$ cat config.mk
export PLATFORM = sky130hd
export DESIGN_NAME = fetch_unit
export DESIGN_NICKNAME = d
export VERILOG_FILES = /design/src/rtl/fetch_unit_pkg.sv /design/src/rtl/fetch_unit_branch_lut.sv /design/src/rtl/fetch_unit.sv
export SDC_FILE = /design/constraint.sdc
export NUM_CORES = 1
export LEC_CHECK = 0
export ABC_AREA = 1
export CAP_MARGIN = 40
export CORE_ASPECT_RATIO = 1.25
export CORE_MARGIN = 1
export CORE_UTILIZATION = 45
export DETAILED_ROUTE_END_ITERATION = 10
export PLACE_DENSITY = 0.71
export SETUP_SLACK_MARGIN = 0.5
export SYNTH_ARGS = -nofsm -noshare
export SYNTH_HDL_FRONTEND = slang
export SYNTH_SLANG_ARGS = --single-unit
$ cat constraint.sdc
create_clock -name Clk -period 1.8 [get_ports Clk]
set_clock_uncertainty 0.1 [all_clocks]
set_input_delay 0.18 -clock Clk [delete_from_list [all_inputs] [get_ports Clk]]
set_output_delay 0.18 -clock Clk [all_outputs]
set_load 0.02 [all_outputs]
$ cat src/rtl/fetch_unit_pkg.sv
// Shared definitions for the fetch sequencer: state encoding, branch-target table
// and the HALT instruction encoding.
package fetch_unit_pkg;

  localparam int PC_W_DEF      = 10;
  localparam int LUT_IDX_W_DEF = 4;

  typedef enum logic [1:0] {
    IDLE   = 2'd0,
    RUN    = 2'd1,
    HALTED = 2'd2
  } fetch_state_t;

  // Branch-target table indexed by the low instruction bits.
  localparam logic [PC_W_DEF-1:0] BR_TARGETS [2**LUT_IDX_W_DEF] = '{
    10'd0,   10'd8,   10'd16,  10'd40,
    10'd64,  10'd100, 10'd128, 10'd200,
    10'd256, 10'd300, 10'd384, 10'd512,
    10'd640, 10'd768, 10'd900, 10'd1020
  };

  localparam logic [15:0] HALT_INSTR = 16'hF000;

endpackage

$ cat src/rtl/fetch_unit_branch_lut.sv
// Combinational branch-target lookup: maps the instruction's LUT index to a
// program-counter target from the shared table.
module branch_lut
  import fetch_unit_pkg::*;
#(
  parameter int PC_W      = PC_W_DEF,
  parameter int LUT_IDX_W = LUT_IDX_W_DEF
) (
  input  logic [LUT_IDX_W-1:0] lut_idx,
  output logic [PC_W-1:0]      target
);

  always_comb begin
    target = PC_W'(BR_TARGETS[lut_idx]);
  end

endmodule

$ cat src/rtl/fetch_unit.sv
// Program counter / fetch sequencer: IDLE -> RUN on Start, branches via branch_lut,
// halts on HALT or ROM end. Optional RUN-cycle counter under FETCH_CYCLE_COUNT_EN.
module fetch_unit
  import fetch_unit_pkg::*;
#(
  parameter int PC_W      = PC_W_DEF,
  parameter int LUT_IDX_W = LUT_IDX_W_DEF
) (
  input  logic                 Clk,
  input  logic                 Reset_n,
  input  logic                 Start,
  input  logic                 Branch_en,
  input  logic [LUT_IDX_W-1:0] Lut_idx,
  input  logic                 Halt,
  output logic [PC_W-1:0]      ProgCtr,
  output logic                 Done,
  output logic                 Overflow
`ifdef FETCH_CYCLE_COUNT_EN
  ,
  output logic [15:0]          Cycle_cnt
`endif
);

  fetch_state_t    state, state_nxt;
  logic [PC_W-1:0] pc_nxt;
  logic [PC_W-1:0] br_target;
  logic            done_nxt;
  logic            ovf_nxt;

  branch_lut #(
    .PC_W      (PC_W),
    .LUT_IDX_W (LUT_IDX_W)
  ) u_branch_lut (
    .lut_idx (Lut_idx),
    .target  (br_target)
  );

  always_ff @(posedge Clk or negedge Reset_n) begin
    if (!Reset_n) begin
      state    <= IDLE;
      ProgCtr  <= '0;
      Done     <= 1'b0;
      Overflow <= 1'b0;
    end else begin
      state    <= state_nxt;
      ProgCtr  <= pc_nxt;
      Done     <= done_nxt;
      Overflow <= ovf_nxt;
    end
  end

  // Within RUN the priority is Start > Halt > Branch > ROM-end > increment.
  always_comb begin
    state_nxt = state;
    pc_nxt    = ProgCtr;
    done_nxt  = Done;
    ovf_nxt   = Overflow;
    case (state)
      IDLE, HALTED: begin
        if (Start) begin
          state_nxt = RUN;
          pc_nxt    = '0;
          done_nxt  = 1'b0;
          ovf_nxt   = 1'b0;
        end
      end
      RUN: begin
        if (Start) begin
          pc_nxt   = '0;
          done_nxt = 1'b0;
          ovf_nxt  = 1'b0;
        end else if (Halt) begin
          state_nxt = HALTED;
          done_nxt  = 1'b1;
        end else if (Branch_en) begin
          pc_nxt = br_target;
        end else if (&ProgCtr) begin
          // No wrap: running off the ROM end is a halt with Overflow flagged.
          state_nxt = HALTED;
          done_nxt  = 1'b1;
          ovf_nxt   = 1'b1;
        end else begin
          pc_nxt = ProgCtr + 1'b1;
        end
      end
      default: begin
        state_nxt = IDLE;
      end
    endcase
  end

`ifdef FETCH_CYCLE_COUNT_EN
  // Counts every edge that begins in RUN; Start clears it, HALTED freezes it.
  always_ff @(posedge Clk or negedge Reset_n) begin
    if (!Reset_n) begin
      Cycle_cnt <= '0;
    end else if (Start) begin
      Cycle_cnt <= '0;
    end else if ((state == RUN) && (Cycle_cnt != 16'hFFFF)) begin
      Cycle_cnt <= Cycle_cnt + 16'd1;
    end
  end
`endif

endmodule

## Word-level counts from Yosys, hierarchy flattened

Memories as Yosys holds them, arrays and structs flattened.
Index checks and enable logic that the tools add are counted.

- Add/sub/neg operators: 1
- Magnitude comparators: 1
- Eq/ne operators: 12
- Mux-type cells: 23
- Bitwise logic cells: 1
- Reduce and logical (&&, ||, !) cells: 8

Operator list:

| kind | number |
|---|---|
| two-way mux 10 bit | 7 |
| one-hot mux 10 bit (2 select lines) | 1 |
| inequality test 3 bit, second input constant | 5 |
| inequality test 4 bit, second input constant | 3 |
| AND reduction 4 bit | 3 |
| adder 10 x 1 -> 10 bit, second input constant | 1 |
| two-way mux 2 bit | 5 |
| AND reduction 10 bit | 1 |
| two-way mux 1 bit | 7 |
| >= comparator 5 bit, second input constant | 1 |
| NOT 4 -> 5 bit | 1 |
| AND reduction 5 bit | 1 |
| inequality test 2 bit, second input constant | 2 |
| one-hot mux 1 bit (2 select lines) | 2 |
| one-hot mux 2 bit (2 select lines) | 1 |
| == test 2 x 1 -> 1 bit, second input constant | 1 |
| == test 2 bit, second input constant | 1 |
| logical NOT 2 bit | 1 |
| nonzero test 2 bit | 1 |
| OR reduction 2 bit | 1 |

- Bits in registers: 14
- Memory bits (read-only): 160
- Input port bits: 9
- Output and inout port bits: 12
- Memories: 1

Memories:

| name | words | bits a word | read ports | clocked after memory_dff | write ports | RTL line | RTL |
|---|---|---|---|---|---|---|---|
| (no name shown) | 16 | 10 | 1 | 0 | 0 | fetch_unit_branch_lut.sv:14 | `target = PC_W'(BR_TARGETS[lut_idx]);` |

## Logic depth before layout (Yosys ltp)

Gate-level depths: netlist (run 1).

- Word-level depth: 8
- Depth in mapped cells: 10
- Mapped depth without buffers: 9

## Cells and area by module

A second synthesis (run 1) with hierarchy kept.

- Cell total of the unflattened synthesis: 191
- Area total of the unflattened synthesis: 1,178.6 sq um

By module, submodules not included:

| module | times used | cells each | area each (sq um) | sequential area each (sq um) |
|---|---|---|---|---|
| fetch_unit | 1 | 153 | 989.7 | 350.3 |
| branch_lut | 1 | 38 | 188.9 | 0.0 |

## Least setup slack after synthesis (run 1)

Ideal clock, no wire load.

- Kind: register to register
- Start point: reg ProgCtr[0]
- End point: reg ProgCtr[0]
- Setup time: 0.134 ns
- Data arrival time: 1.444 ns
- Setup slack: 0.122 ns
- Stages on the path, launching flop included: 8
- Path buffers: 0
- Cells stage by stage: dfrtp_1 -> ha_1 -> nand3_1 -> inv_1 -> nand3_2 -> nand2_2 -> a21oi_1 -> o21ai_0

- Word-level cells in the longest chain between the ends: 6
- Elaborated cells on any way between the ends: 9

RTL lines:

| item | RTL line | RTL |
|---|---|---|
| from (decl) | fetch_unit.sv:15 | `output logic [PC_W-1:0] ProgCtr,` |
| from (signal assigned) | fetch_unit.sv:46 | `ProgCtr <= pc_nxt;` |
| adder 10 x 1 -> 10 bit | fetch_unit.sv:83 | `pc_nxt = ProgCtr + 1'b1;` |
| two-way mux 10 bit | fetch_unit.sv:77 | `end else if (&ProgCtr) begin` |
| two-way mux 10 bit | fetch_unit.sv:75 | `end else if (Branch_en) begin` |
| two-way mux 10 bit | fetch_unit.sv:72 | `end else if (Halt) begin` |
| two-way mux 10 bit | fetch_unit.sv:68 | `if (Start) begin` |
| one-hot mux 10 bit (2 select lines) | fetch_unit.sv:58 | `case (state)` |

Several ways; a longest one is shown, not always the timed one. The select of a mux whose other input is x is not followed.
A chain may end at the register's enable or synchronous reset.

## Worst setup path after layout (run 1)

- Start point: reg ProgCtr[0]
- End point: reg ProgCtr[3]

Same word-level chain as after synthesis.

==> results.md, run 1 <==
- All-layer global routing usage: 27.24%
- Vias/cell: 5.233
- Via count: 1214
- Post-DP HPWL: 1.958 mm
- Tcrit/Tclk final: 80.85%
- Routability-driven placement congestion ratio: 0.9248
- Total power density per cell area: 625.6 nW/um2
- Leakage: 0.7253 nW
- Post-route insts no fill: 232
- Crit Path Category: reg -> reg
- R2R depth: 8
- Synth Flop Type: dfrtp_1
- R2r setup slk: 0.34 ns
- Flops & latches, synth: 14
- Final ANT Viol Nets: 0
- Worst Max-Slew Pin Slew: 0.2448 ns
- Max Root-Sink Buffers: 2
- Drc violations: 0
- Row Count: 19
- Worst-path maximum fanout: 6
- Area growth syn-to-layout: 52.13%
- Normalized max-slew margin: 83.68%
- MaxCap Viol Count: 0
- Post-Syn Nets: 170
- Clock Latency Late Sink: 0.29 ns
- EDFF count, synth: 0
- R2r startpoint: ProgCtr[0]
- Setup TNS: 0 ns
- Antenna diodes: 0
- Outcome: completed
- DP Worst Slack: 0.06074 ns
- Die width: 44.74 um
- Starting Density: 46.97%
- Nets@finish: 212
- 1st-pass router iterations: 5
- CTS root buffer: clkbuf_4
- Endpoints failing hold: 0
- Total Wirelength: 2.907 mm
- CTS sink cnt: 14
- Initial antenna violation count: 0
- WL/cell: 12.53 um
- Cells along the critical path: ha_4, nand3_4, inv_4, nand3_4, nand2_4, a21oi_4, nand2_1, o21ai_1
- GRT overflow: 0
- Initial DRC count: 25
- Crit path arrival time: 1.59 ns
- Fraction of registers with async set/reset: 100.0%
- H-tree lvl count: 1
- CTS Buf Count: 3
- Die Y-Extent: 55.42 um
- CP Launch Point: ProgCtr[0]
- Delay of the slowest cell on the worst path: 0.44 ns
- Crit path time final: 1.455 ns
- CP most frequent cell: nand3_4
- Count of input and output buffers: 20
- Post-Syn Area: 1027 um2
- Largest net degree at the start of global routing: 15
- Worst R2R End: ProgCtr[3]
- Synth cell types: 24
- Io pins: 21
- Max IR drop VDD: 0.0004160 V
- Syn Inst Count: 160
- Placed Instances: 214
- Crit path launch type: flip-flop
- Final setup fails: 0
- Dpl cell area: 1321 um2
- Maximum clock rate: 687.2 MHz
- CTS tree: built
- CTS clk-pin slew, worst paths: 0.10 ns
- Proportion of layout cells with a drive suffix above 1: 31.84%
- Worst Slack Setup Final: 0.3448 ns
- Tot Pwr: 0.9777 mW
- Die area: 2479 um2
- Max Slew Vio Count: 0
- Core ar.: 2187 um2
- Avg Cell Area, Syn: 6.420 um2
- CP endpoint: ProgCtr[3]
- Final instance area: 1563 um2
- Sequential element share of the synthesized area: 34.10%
- Worst path slowest cell: dfrtp_2
- Critical path required time: 1.93 ns
- Tightest Hold Check Type: in -> async
- Global-route wire length before repair: 5.030 mm
- Vias in the first global route: 1152
- Yosys Warn Count: 0
- RSZ-0062 raised after global routing: true
- CP endpoint kind: flip-flop
-- layout by cell type (no fill, tap or decap), drive strengths merged --
cell type / instances
nand2: 53
inv: 25
buf: 24
nor2: 18
nand3: 18
o21ai: 16
dfrtp: 14
clkdlybuf4s50: 8
clkbuf: 4
clkdlybuf4s15: 4
nand4: 3
a21oi: 3
nand3b: 2
o211ai: 2
o21bai: 1
xnor2: 1
nor3: 1
a31oi: 1
or2: 1
ha: 1
dlygate4sd2: 1
-- kinds of logic (layout without fill, tap and decap cells) --
kind of cell / Yosys count / in the layout / share of synthesized area, %
compound gates: 23 / 23 / 12.42
flops: 14 / 14 / 34.11
buf+inv: 26 / 66 / 10.23
simple gates: 95 / 96 / 41.17
xor+xnor: 1 / 1 / 0.8528
fa+ha+maj: 1 / 1 / 1.218
-- layout make-up --
class,count,area (um2)
clock buffer,4,36.28
multi-input combinational,121,719.4
inverter,25,96.34
sequential,14,356.6
tap,31,38.79
fill,193,624.3
timing repair buffer,37,315.3
-- cell usage after synthesis, types with 2 or more instances --
master / instances / area, um2
a21oi_1: 3 / 15.01
dfrtp_1: 14 / 350.3
inv_1: 24 / 90.09
nand2_1: 49 / 183.9
nand2_4: 2 / 22.52
nand3_1: 17 / 85.08
nand3b_1: 2 / 15.01
nand4_1: 3 / 18.77
nor2_1: 17 / 63.81
o211ai_1: 2 / 15.01
o21ai_0: 12 / 60.06
o21ai_1: 3 / 15.01
-- critical path, delay by kind of cell, from the launching register on --
| family | cells | cell delay, ns |
|---|---|---|
| AOI/OAI and AO/OA | 2 | 0.30 |
| adders and majority gates | 1 | 0.18 |
| DFF | 1 | 0.44 |
| and+or+nand+nor | 4 | 0.34 |
| buffers and inverters | 1 | 0.05 |
-- metal layers --
metal	wire length, um	GRT usage [%]	up-vias
li1	-	-	597
met1	1175	33.40	563
met2	1492	45.59	42
met3	125	4.902	12
met4	113	10.82	0
met5	0	0	-
-- how the worst min path moves through the flow --
stage | endpoint | slack (ns) | cells after the start
6_report | Overflow | 0.1 | 2
2_1_floorplan | Done | -0.22 | 0
4_1_cts | Overflow | 0.11 | 2
5_1_grt | ProgCtr[7] | 0.1 | 2
3_5_place_dp | Overflow | 0.40 | 2
3_3_place_gp | Overflow | 0.39 | 2
-- state kept, by name, summed over array words and instances (netlist names) --
signal and count:
ProgCtr 10, Done 1, state 2, Overflow 1
-- what timing repair did --
item / in CTS / in global routing
endpoints found under the setup margin: 26 / 25
buffers inserted: 9 / 4
pin swaps: 11 / 3
cloned: 1 / 0
hold buffers: 0 / 0
resized for setup: 56 / 21
-- stage by stage --
stage	util, %	hold WS [ns]
final	71.45	0.09698
after global routing	71.45	0.09860
after CTS	68.88	0.1075
after detailed placement	60.41	0.3952
after global placement	60.41	0.3859
after floorplan	-	-0.2156
-- power breakdown --
part / total (mW) / switching (mW) / internal, mW
registers: 0.377 / 0.0325 / 0.344
clock network: 0.239 / 0.116 / 0.123
logic: 0.362 / 0.211 / 0.151
No activity file was read; power rests on OpenSTA's default activity.
==> inputs of run 2 (changes only) <==
--- a/config.mk
+++ b/config.mk
@@ -11,7 +11,7 @@
 export CORE_MARGIN = 1
 export CORE_UTILIZATION = 45
 export DETAILED_ROUTE_END_ITERATION = 10
-export PLACE_DENSITY = 0.71
+export PLACE_DENSITY = 0.74
 export SETUP_SLACK_MARGIN = 0.5
 export SYNTH_ARGS = -nofsm -noshare
 export SYNTH_HDL_FRONTEND = slang
==> constraint.sdc (replaced) <==
create_clock -name Clk -period 1.27 [get_ports Clk]
set_clock_uncertainty 0.1 [all_clocks]
set_input_delay 0.127 -clock Clk [delete_from_list [all_inputs] [get_ports Clk]]
set_output_delay 0.127 -clock Clk [all_outputs]
set_load 0.02 [all_outputs]
==> run 2 against run 1 <==
  * The run now ends with setup timing left
  * Cell area grew 14%
  * Worst hold slack lost 0.056 ns
  * Register-to-register slack lost 0.58 ns
  * Cell count rose by 9.1%
  * Highest routed layer unchanged
  * Global-route usage rose by 3.1 points
  * Worst setup slack got worse by 0.58 ns
  * Maximum frequency decreased by 3.4%
  * Wire length grew 20%
  * Critical path depth rose by 1
==> results.md, run 2 (synthesis gave the netlist of run 1 again) <==
- Initial antenna violation count: 0 (unchanged)
- Critical path required time: 1.39 ns (-0.54 ns)
- Crit path launch type: flip-flop
- Final setup fails: 15 (+15)
- Dpl cell area: 1554 um2 (+18%)
- Maximum clock rate: 663.6 MHz (-3.4%)
- Initial DRC count: 56 (+120%)
- Max IR drop VDD: 0.0008475 V (+100%)
- Tcrit/Tclk final: 118.7% (+38 points)
- Max Slew Vio Count: 0 (unchanged)
- CTS root buffer: clkbuf_4
- Total power density per cell area: 845.0 nW/um2 (+35%)
- Worst Slack Setup Final: -0.2369 ns (-0.5816 ns)
- Setup TNS: -2.950 ns (-2.950 ns)
- Count of input and output buffers: 20 (unchanged)
- Max FFs per register: 10 (unchanged)
- Worst-path maximum fanout: 6 (unchanged)
- Largest regs: ProgCtr (10), state (2)
- Worst Max-Slew Pin Slew: 0.2696 ns (+0.02482 ns)
- Max Root-Sink Buffers: 2 (unchanged)
- Post-route insts no fill: 253 (+9.1%)
- Row Count: 19 (unchanged)
- Reg with most FFs: ProgCtr
- Area growth syn-to-layout: 73.57%
- Endpoints failing hold: 0 (unchanged)
- CTS tree: built
- Io pins: 21 (unchanged)
- Via count: 1341 (+10%)
- Normalized max-slew margin: 82.03% (-1.7 points)
- Violated checks: setup timing
- Commonest non-fill, non-tap cell in the layout: nand2_1
- Leakage: 0.8627 nW (+19%)
- Global-route wire length before repair: 5.582 mm (+11%)
- Crit Path Category: reg -> reg
- RSZ-0062 raised after global routing: true
- Final instance area: 1783 um2 (+14%)
- MaxCap Viol Count: 0 (unchanged)
- Vias in the first global route: 1260 (+9.4%)
- Placed Instances: 245 (+14%)
- CTS sink cnt: 14 (unchanged)
- Tot Pwr: 1.507 mW (+54%)
- 1st-pass router iterations: 5 (unchanged)
- Post-DP HPWL: 2.416 mm (+23%)
- Die Y-Extent: 55.42 um (unchanged)
- Die area: 2479 um2 (unchanged)
- All-layer global routing usage: 30.36% (+3.1 points)
- Final ANT Viol Nets: 0 (unchanged)
- Tightest Hold Check Type: in -> async
- Total Wirelength: 3.488 mm (+20%)
- Core ar.: 2187 um2 (unchanged)
- Outcome: finished, violations left
- Proportion of layout cells with a drive suffix above 1: 42.34% (+11 points)
- Antenna diodes: 0 (unchanged)
- CTS Buf Count: 3 (unchanged)
- Most frequent cells in the layout: 43 x nand2_1, 28 x buf_4, 21 x buf_6, 19 x inv_1, 14 x nor2_1
- CTS clk-pin slew, worst paths: 0.10 ns (about the same)
- WL/cell: 13.79 um (+10%)
- H-tree lvl count: 1 (unchanged)
- Nets@finish: 233 (+9.9%)
- CP endpoint kind: flip-flop
- Starting Density: 46.97% (unchanged)
- Vias/cell: 5.300 (+1.3%)
- Crit path arrival time: 1.63 ns (+0.04 ns)
- Fillcell total: 147 (-24%)
- Drc violations: 0 (unchanged)
- GRT overflow: 0 (unchanged)
- Clock Latency Late Sink: 0.29 ns (about the same)
- Largest net degree at the start of global routing: 15 (unchanged)
- Fin Hold WS: 0.04079 ns (-0.05619 ns)
- Die width: 44.74 um (unchanged)
- Crit path time final: 1.507 ns (+0.05161 ns)
- Routability-driven placement congestion ratio: 0.9015 (-2.5%)
## run 2: layout make-up
class	instances	area (um2)	area share (%)
Multi-Input combinational cell	121	719.4	40.35
Timing Repair Buffer	58	535.5	30.04
Sequential cell	14	356.6	20.00
Inverter	25	96.34	5.404
Tap cell	31	38.79	2.175
Clock buffer	4	36.28	2.035
## run 2: critical path: stages (launching register included)
cell and delay, ns:
dfrtp_2 0.44, ha_4 0.18, nand3_4 0.10, inv_4 0.05
nand3_4 0.09, nand2_4 0.09, a21oi_4 0.13, buf_6 0.15
nand2_2 0.05, o21ai_1 0.06
## run 2: through the flow
step           utilization, %  setup WS, ns
3_3_place_gp            71.05       -0.3112
2_1_floorplan               -       -0.2458
5_1_grt                 81.52       -0.2884
6_report                81.52       -0.2369
3_5_place_dp            71.05       -0.3736
4_1_cts                 76.49       -0.1949
## run 2: per-layer routing
metal | share of wire (%) | vias to the layer above | global-route usage (%)
li1 | - | 641 | -
met5 | 0 | - | 0
met2 | 54 | 53 | 51.26
met3 | 4.3 | 12 | 6.863
met1 | 38 | 635 | 34.23
met4 | 3.1 | 0 | 15.58
## run 2: final timing paths
check	cells past startpoint	endpoint	start	slack, ns
min in group Clk	2	Done	Done	0.45
setup / recovery	9	ProgCtr[3]	ProgCtr[1]	-0.24
hold reg to reg	2	Done	Done	0.45
max in group asynchronous	2	ProgCtr[2]	Reset_n	0.84
setup reg to reg	9	ProgCtr[3]	ProgCtr[1]	-0.24
hold / removal	2	ProgCtr[8]	Reset_n	0.04
## run 2: power by group
group	internal, mW	total (mW)	switching (mW)
logic	0.296	0.633	0.337
registers	0.487	0.528	0.0405
clock network	0.175	0.346	0.171
## run 2: timing repair
item | in CTS | in global routing
hold buffers | 0 | 0
buffers inserted | 0 | 3
endpoints found under the setup margin | 26 | 26
cloned | 0 | 1
gates resized for setup | 89 | 25
pin swaps | 5 | 9
==> inputs of run 3 (changes only) <==
--- a/config.mk
+++ b/config.mk
@@ -10,6 +10,7 @@
 export CORE_ASPECT_RATIO = 1.25
 export CORE_MARGIN = 1
 export CORE_UTILIZATION = 45
+export CTS_CLUSTER_DIAMETER = 30
 export DETAILED_ROUTE_END_ITERATION = 10
 export PLACE_DENSITY = 0.74
 export SETUP_SLACK_MARGIN = 0.5
==> results of run 3 <==
Final layout, timing and power as in run 2 (identical DEF).
